## src/rtl/store_commit_buffer_if.sv

```systemverilog
// Commit-stage push port, dcache store request port and load-alias probe of the store commit buffer.
// slave = buffer side, master = environment (commit stage, dcache, load unit).
interface store_commit_buffer_if #(
  parameter int DEPTH = 8,
  parameter int PLEN  = 56,
  parameter int XLEN  = 64
);
  localparam int BEW = XLEN / 8;
  localparam int CW  = $clog2(DEPTH) + 1;

  logic            push_valid_i;
  logic            push_ready_o;
  logic [PLEN-1:0] push_addr_i;
  logic [XLEN-1:0] push_data_i;
  logic [BEW-1:0]  push_be_i;

  logic            req_o;
  logic            gnt_i;
  logic [PLEN-1:0] req_addr_o;
  logic [XLEN-1:0] req_data_o;
  logic [BEW-1:0]  req_be_o;

  logic            empty_o;
  logic [CW-1:0]   count_o;
  logic [11:0]     ld_off_i;
  logic            ld_match_o;

  modport slave (
    input  push_valid_i, push_addr_i, push_data_i, push_be_i, gnt_i, ld_off_i,
    output push_ready_o, req_o, req_addr_o, req_data_o, req_be_o, empty_o, count_o, ld_match_o
  );

  modport master (
    output push_valid_i, push_addr_i, push_data_i, push_be_i, gnt_i, ld_off_i,
    input  push_ready_o, req_o, req_addr_o, req_data_o, req_be_o, empty_o, count_o, ld_match_o
  );
endinterface

```

## src/rtl/store_commit_buffer.sv

```systemverilog
// In-order FIFO of committed stores draining to the dcache via req/gnt, with a load page-offset alias probe.
// Tail-entry store coalescing is compiled in when STORE_BUF_COALESCE_EN is defined.
module store_commit_buffer #(
  parameter int DEPTH = 8,
  parameter int PLEN  = 56,
  parameter int XLEN  = 64
) (
  input  logic                 clk_i,
  input  logic                 rst_i,
  store_commit_buffer_if.slave bus
);
  localparam int BEW = XLEN / 8;
  localparam int PW  = $clog2(DEPTH);
  localparam int CW  = PW + 1;

  logic [PLEN-1:0] r_addr [DEPTH];
  logic [XLEN-1:0] r_data [DEPTH];
  logic [BEW-1:0]  r_be   [DEPTH];

  logic [PW-1:0]   r_rd_ptr;
  logic [PW-1:0]   r_wr_ptr;
  logic [CW-1:0]   r_count;

  logic [PW-1:0]   w_tail_ptr;
  logic            w_full;
  logic            w_req;
  logic            w_merge_hit;
  logic            w_push_ready;
  logic            w_push_fire;
  logic            w_alloc;
  logic            w_pop;
  logic [DEPTH-1:0] w_valid;
  logic [DEPTH-1:0] w_ld_hit;
  logic [2:0]      w_unused_ld_off;

  assign w_full     = (r_count == CW'(DEPTH));
  assign w_req      = (r_count != '0);
  assign w_tail_ptr = r_wr_ptr - PW'(1);

`ifdef STORE_BUF_COALESCE_EN
  // The presented head must stay stable, so only a tail that is not the head may absorb a push.
  assign w_merge_hit = w_req && (w_tail_ptr != r_rd_ptr) &&
                       (bus.push_addr_i[PLEN-1:3] == r_addr[w_tail_ptr][PLEN-1:3]);
`else
  assign w_merge_hit = 1'b0;
`endif

  assign w_push_ready = !w_full || w_merge_hit;
  assign w_push_fire  = bus.push_valid_i && w_push_ready;
  assign w_alloc      = w_push_fire && !w_merge_hit;
  assign w_pop        = w_req && bus.gnt_i;

  always_ff @(posedge clk_i or posedge rst_i) begin
    if (rst_i) begin
      r_rd_ptr <= '0;
      r_wr_ptr <= '0;
      r_count  <= '0;
    end else begin
      if (w_alloc) begin
        r_wr_ptr <= r_wr_ptr + PW'(1);
      end
      if (w_pop) begin
        r_rd_ptr <= r_rd_ptr + PW'(1);
      end
      case ({w_alloc, w_pop})
        2'b10:   r_count <= r_count + CW'(1);
        2'b01:   r_count <= r_count - CW'(1);
        default: r_count <= r_count;
      endcase
    end
  end

  // Entry payload is never reset; validity comes only from the pointers and count.
  always_ff @(posedge clk_i) begin
    if (w_alloc) begin
      r_addr[r_wr_ptr] <= bus.push_addr_i;
      r_data[r_wr_ptr] <= bus.push_data_i;
      r_be[r_wr_ptr]   <= bus.push_be_i;
    end
`ifdef STORE_BUF_COALESCE_EN
    else if (w_push_fire && w_merge_hit) begin
      for (int b = 0; b < BEW; b++) begin
        if (bus.push_be_i[b]) begin
          r_data[w_tail_ptr][8*b +: 8] <= bus.push_data_i[8*b +: 8];
        end
      end
      r_be[w_tail_ptr] <= r_be[w_tail_ptr] | bus.push_be_i;
    end
`endif
  end

  generate
    for (genvar gi = 0; gi < DEPTH; gi++) begin : g_entry
      logic [PW-1:0] w_dist;
      // Distance from the head decides validity, which handles pointer wrap for free.
      assign w_dist        = PW'(gi) - r_rd_ptr;
      assign w_valid[gi]   = ({1'b0, w_dist} < r_count);
      assign w_ld_hit[gi]  = w_valid[gi] && (r_addr[gi][11:3] == bus.ld_off_i[11:3]);
    end
  endgenerate

  assign w_unused_ld_off = bus.ld_off_i[2:0];

  assign bus.push_ready_o = w_push_ready;
  assign bus.req_o        = w_req;
  assign bus.req_addr_o   = r_addr[r_rd_ptr];
  assign bus.req_data_o   = r_data[r_rd_ptr];
  assign bus.req_be_o     = r_be[r_rd_ptr];
  assign bus.empty_o      = !w_req;
  assign bus.count_o      = r_count;
  assign bus.ld_match_o   = |w_ld_hit;
endmodule

```

## src/flat_wrapper.sv

```systemverilog
// flat-port wrapper written by rule: the top's interface ports become plain ports
module store_commit_buffer_flat 
#(
  parameter int DEPTH = 8,
  parameter int PLEN  = 56,
  parameter int XLEN  = 64
)
  (clk_i, rst_i, bus_push_valid_i, bus_push_addr_i, bus_push_data_i, bus_push_be_i, bus_gnt_i, bus_ld_off_i, bus_push_ready_o, bus_req_o, bus_req_addr_o, bus_req_data_o, bus_req_be_o, bus_empty_o, bus_count_o, bus_ld_match_o);
  store_commit_buffer_if #(.DEPTH(DEPTH), .PLEN(PLEN), .XLEN(XLEN)) bus_i ();
  input  logic clk_i;
  input  logic rst_i;
  input wire logic [$bits(bus_i.push_valid_i)-1:0] bus_push_valid_i;
  input wire logic [$bits(bus_i.push_addr_i)-1:0] bus_push_addr_i;
  input wire logic [$bits(bus_i.push_data_i)-1:0] bus_push_data_i;
  input wire logic [$bits(bus_i.push_be_i)-1:0] bus_push_be_i;
  input wire logic [$bits(bus_i.gnt_i)-1:0] bus_gnt_i;
  input wire logic [$bits(bus_i.ld_off_i)-1:0] bus_ld_off_i;
  output wire logic [$bits(bus_i.push_ready_o)-1:0] bus_push_ready_o;
  output wire logic [$bits(bus_i.req_o)-1:0] bus_req_o;
  output wire logic [$bits(bus_i.req_addr_o)-1:0] bus_req_addr_o;
  output wire logic [$bits(bus_i.req_data_o)-1:0] bus_req_data_o;
  output wire logic [$bits(bus_i.req_be_o)-1:0] bus_req_be_o;
  output wire logic [$bits(bus_i.empty_o)-1:0] bus_empty_o;
  output wire logic [$bits(bus_i.count_o)-1:0] bus_count_o;
  output wire logic [$bits(bus_i.ld_match_o)-1:0] bus_ld_match_o;
  assign bus_i.push_valid_i = bus_push_valid_i;
  assign bus_i.push_addr_i = bus_push_addr_i;
  assign bus_i.push_data_i = bus_push_data_i;
  assign bus_i.push_be_i = bus_push_be_i;
  assign bus_i.gnt_i = bus_gnt_i;
  assign bus_i.ld_off_i = bus_ld_off_i;
  assign bus_push_ready_o = bus_i.push_ready_o;
  assign bus_req_o = bus_i.req_o;
  assign bus_req_addr_o = bus_i.req_addr_o;
  assign bus_req_data_o = bus_i.req_data_o;
  assign bus_req_be_o = bus_i.req_be_o;
  assign bus_empty_o = bus_i.empty_o;
  assign bus_count_o = bus_i.count_o;
  assign bus_ld_match_o = bus_i.ld_match_o;
  store_commit_buffer #(.DEPTH(DEPTH), .PLEN(PLEN), .XLEN(XLEN)) u_core (.clk_i(clk_i), .rst_i(rst_i), .bus(bus_i));
endmodule
```

## config.mk

```make
export PLATFORM = sky130hd
export DESIGN_NAME = store_commit_buffer_flat
export DESIGN_NICKNAME = d
export VERILOG_FILES = /design/src/rtl/store_commit_buffer_if.sv /design/src/rtl/store_commit_buffer.sv /design/src/flat_wrapper.sv
export SDC_FILE = /design/constraint.sdc
export NUM_CORES = 1
export LEC_CHECK = 0
export ABC_AREA = 1
export CAP_MARGIN = 20
export CORE_MARGIN = 2
export CORE_UTILIZATION = 45
export DETAILED_ROUTE_END_ITERATION = 7
export HOLD_SLACK_MARGIN = 0.02
export PLACE_DENSITY_LB_ADDON = 0.2
export SLEW_MARGIN = 0
export SYNTH_ARGS = -nofsm -noshare
export SYNTH_HDL_FRONTEND = slang
export SYNTH_SLANG_ARGS = --single-unit
```

## constraint.sdc

```tcl
create_clock -name clk_i -period 22.2 [get_ports clk_i]
set_clock_uncertainty 0.1 [all_clocks]
set_input_delay 4.44 -clock clk_i [delete_from_list [all_inputs] [get_ports clk_i]]
set_output_delay 4.44 -clock clk_i [all_outputs]
set_load 0.05 [all_outputs]
```

==> flow_summary.yaml <==
run_status:
  outcome: "finished clean"
worst_setup_path:
  rr_startpoint: "u_core.bus.count_o[2]"
  cp_max_fo: 9
  arrival_ns: 6.90
  ff2ff_path_depth: 9
  cp.required_ns: 17.66
  endpoint_kind: "output pin"
  endpoint: "bus_ld_match_o"
  reg2reg_slack_ns: 18.04
  r2r_end: "u_core.r_data[7][30]"
  critPathLaunchType: "input port"
  path_class: "in2out"
  cp-startpoint: "bus_ld_off_i[11]"
synthesis:
  synth_area_um2: 40800
  synthAdderAreaFrac_pct: 0.601
  synth.area.mux_share_pct: 0.0276
  synth_seq_area_share_pct: 75.9
  synth-simple-area-share_pct: 7.87
  synth_cell_types: 31
  synth_top_family_by_area: "compound AO/OA/AOI/OAI gates"
  synth_area_leader_cell: "edfxtp_1"
  syn_nets: 3142
  synth_compound_area_share_pct: 11.6
  yosys.area_share.xor_xnor_pct: 0.965
  yosys-top-cells-area: "edfxtp_1 (75%), nor2_1 (5.9%), o21ai_0 (4.7%)"
  ys_warn_count: 0
  synth_area_per_cell_um2: 13.7
  synth_top_area_share_pct: 75.3
  synthCells: 2979
  ys_seq_elements: 1034
layout:
  final_common_cell: "edfxtp_1"
  area_growth_syn_to_layout_pct: 17.0
  fin_nets: 3382
  seq_area_um2: 31000
  fillers: 7433
  multi_input_comb_area_um2: 8680
  layout_common_cells: "edfxtp_1 (1024), nor2_1 (638), o21ai_0 (382)"
  fin_area_um2: 47800
  drive_above_1_share_pct: 5.84
power:
  p_leak_nw: 15.7
  peakVddDrop_uv: 110
  powerDensity_nw_per_um2: 149
drt:
  routed_wl_um: 100000
  first_pass_iters: 5
  drcViolationCount: 0
  ant_nets: 0
  via_per_inst: 5.49
  wl_per_cell_um: 22.3
  num_vias: 24600
  drtIter0Drc: 2089
place:
  place_area_um2: 44500
  place_congestion: 0.824
  port_buffers: 276
  dpl.hpwl_um: 52100
worst_hold_path:
  hold_path.class: "reg2reg"
global_routing:
  busiest_layer: "met2"
  grt_util_all_layers_pct: 21.3
  met2_usage_pct: 35.8
  antenna_found_initial: 20
  grt_max_degree: 225
  grt_pass1_wl_um: 150000
  gr-total-overflow: 0
  grt_pass1_vias: 24300
  grt_util_met3_pct: 5.44
  use_met1_pct: 27.1
floorplan:
  rows: 110
  die_height_um: 305
  start_util_pct: 45.4
  die_x_um: 305
  ioPinCount: 280
  dieArea_um2: 93200
  core-area_um2: 90000
cts:
  cts_resized: 0
  cts_buffers: 105
  root_buffer: "clkbuf_16"
  ctsHtreeMaxLevel: 3
  cts_buffer_depth: 3
  clk_pin_slew_worst_paths_ns: 0.06
  cts_hold_buf: 0
  cts_sinks: 1034
  clk_latency_ns: 0.67
  cts_tree: "done"
  cts_setup_buffers: 0
timing:
  period_minus_slack_ns: 11.44
  setup_violations: 0
  max-slew-margin-rel_pct: 27.6
  rsz0062_at_grt: "false"
  hold_violations: 0
  worstMarginPinSlew_ns: 1.09
  final_max_slew_viol_count: 0
  max_freq_ghz: 0.0874
  setup_tns_ns: 0
  final_min_period_over_clock_period_pct: 51.5
  whs_ns: 0.447
flow_run:
  drv_cap: 0
-- Yosys cell counts (all sizes together) --
| cell | instances |
|---|---|
| a21boi | 4 |
| xnor2 | 34 |
| fa | 1 |
| inv | 72 |
| edfxtp | 1024 |
| o21a | 120 |
| a22oi | 2 |
| o2111ai | 127 |
| clkbuf | 61 |
| nor2 | 648 |
| buf | 118 |
| nand3 | 19 |
| a31oi | 1 |
| o21ai | 504 |
| a211oi | 1 |
| nor3 | 2 |
| or2 | 4 |
| a21oi | 15 |
| o211ai | 10 |
| dfrtp | 10 |
| xor2 | 11 |
| mux2 | 1 |
| clkinv | 1 |
| nand2 | 170 |
| nand4 | 1 |
| ha | 18 |
-- sequential cells by signal (all words and copies together) (netlist names) --
register	count
u_core.r_addr	448
u_core.r_data	512
u_core.r_wr_ptr	3
u_core.bus.count_o	4
u_core.r_rd_ptr	3
u_core.r_be	64
-- cell families after synthesis --
group | Yosys count
DFF | 1034
and+or+nand+nor | 844
AOI/OAI and AO/OA | 784
buffers and inverters | 252
xor gates and xnor gates | 45
adders and majority gates | 19
muxes | 1
-- cell type report --
cell class,instances,share of cell area [%]
inverter,73,0.595
timing repair buffer,312,6.43
multi-input combinational,1693,18.2
sequential,1034,64.9
antenna,7,0.0367
tap,1176,3.08
clock inverter,58,0.983
clock buffer,132,5.76
-- per-layer routing --
metal,vias up,part of all wire [%]
met4,28,2.0
met5,-,0.18
met3,152,7.4
met2,747,49
met1,12300,42
li1,11400,-
-- power breakdown --
group          total, mW  internal, mW  switching, mW
Combinational       2.93         0.803           2.13
Clock               1.66         0.953          0.709
Sequential          2.54          2.46         0.0871
-- worst max-delay path, stage by stage --
cell             delay, ns
clkdlybuf4s50_1       0.66
inv_1                 0.18
nand2_1               0.09
nand2_1               0.05
nor3_1                0.34
nand3_1               0.13
nand2_1               0.07
nor2_1                0.03
nand2_1               0.08
clkdlybuf4s50_1       0.81
-- through the flow --
step           cells  util, %  power, mW  worst slack, ns
3_3_place_gp    4288     49.5       5.50            10.75
5_1_grt         4483     53.0       7.48            10.59
2_1_floorplan   2979        -       4.56            11.28
3_5_place_dp    4288     49.5       5.54            10.75
4_1_cts         4478     53.0       7.21            10.74
6_report        4485     53.0       7.14            10.76
-- worst min-delay path by stage --
stage	startpoint	endpoint	slack, ns	depth (start not counted)
finish	u_core.r_wr_ptr[0]	u_core.r_wr_ptr[0]	0.45	2
global route	u_core.r_wr_ptr[0]	u_core.r_wr_ptr[0]	0.48	2
CTS	u_core.r_wr_ptr[0]	u_core.r_wr_ptr[0]	0.44	2
detailed placement	u_core.r_wr_ptr[0]	u_core.r_wr_ptr[0]	0.43	2
global placement	u_core.r_wr_ptr[0]	u_core.r_wr_ptr[0]	0.42	2
floorplan	u_core.r_wr_ptr[0]	u_core.r_wr_ptr[0]	0.39	2
Power figures use the tool's default switching activity.
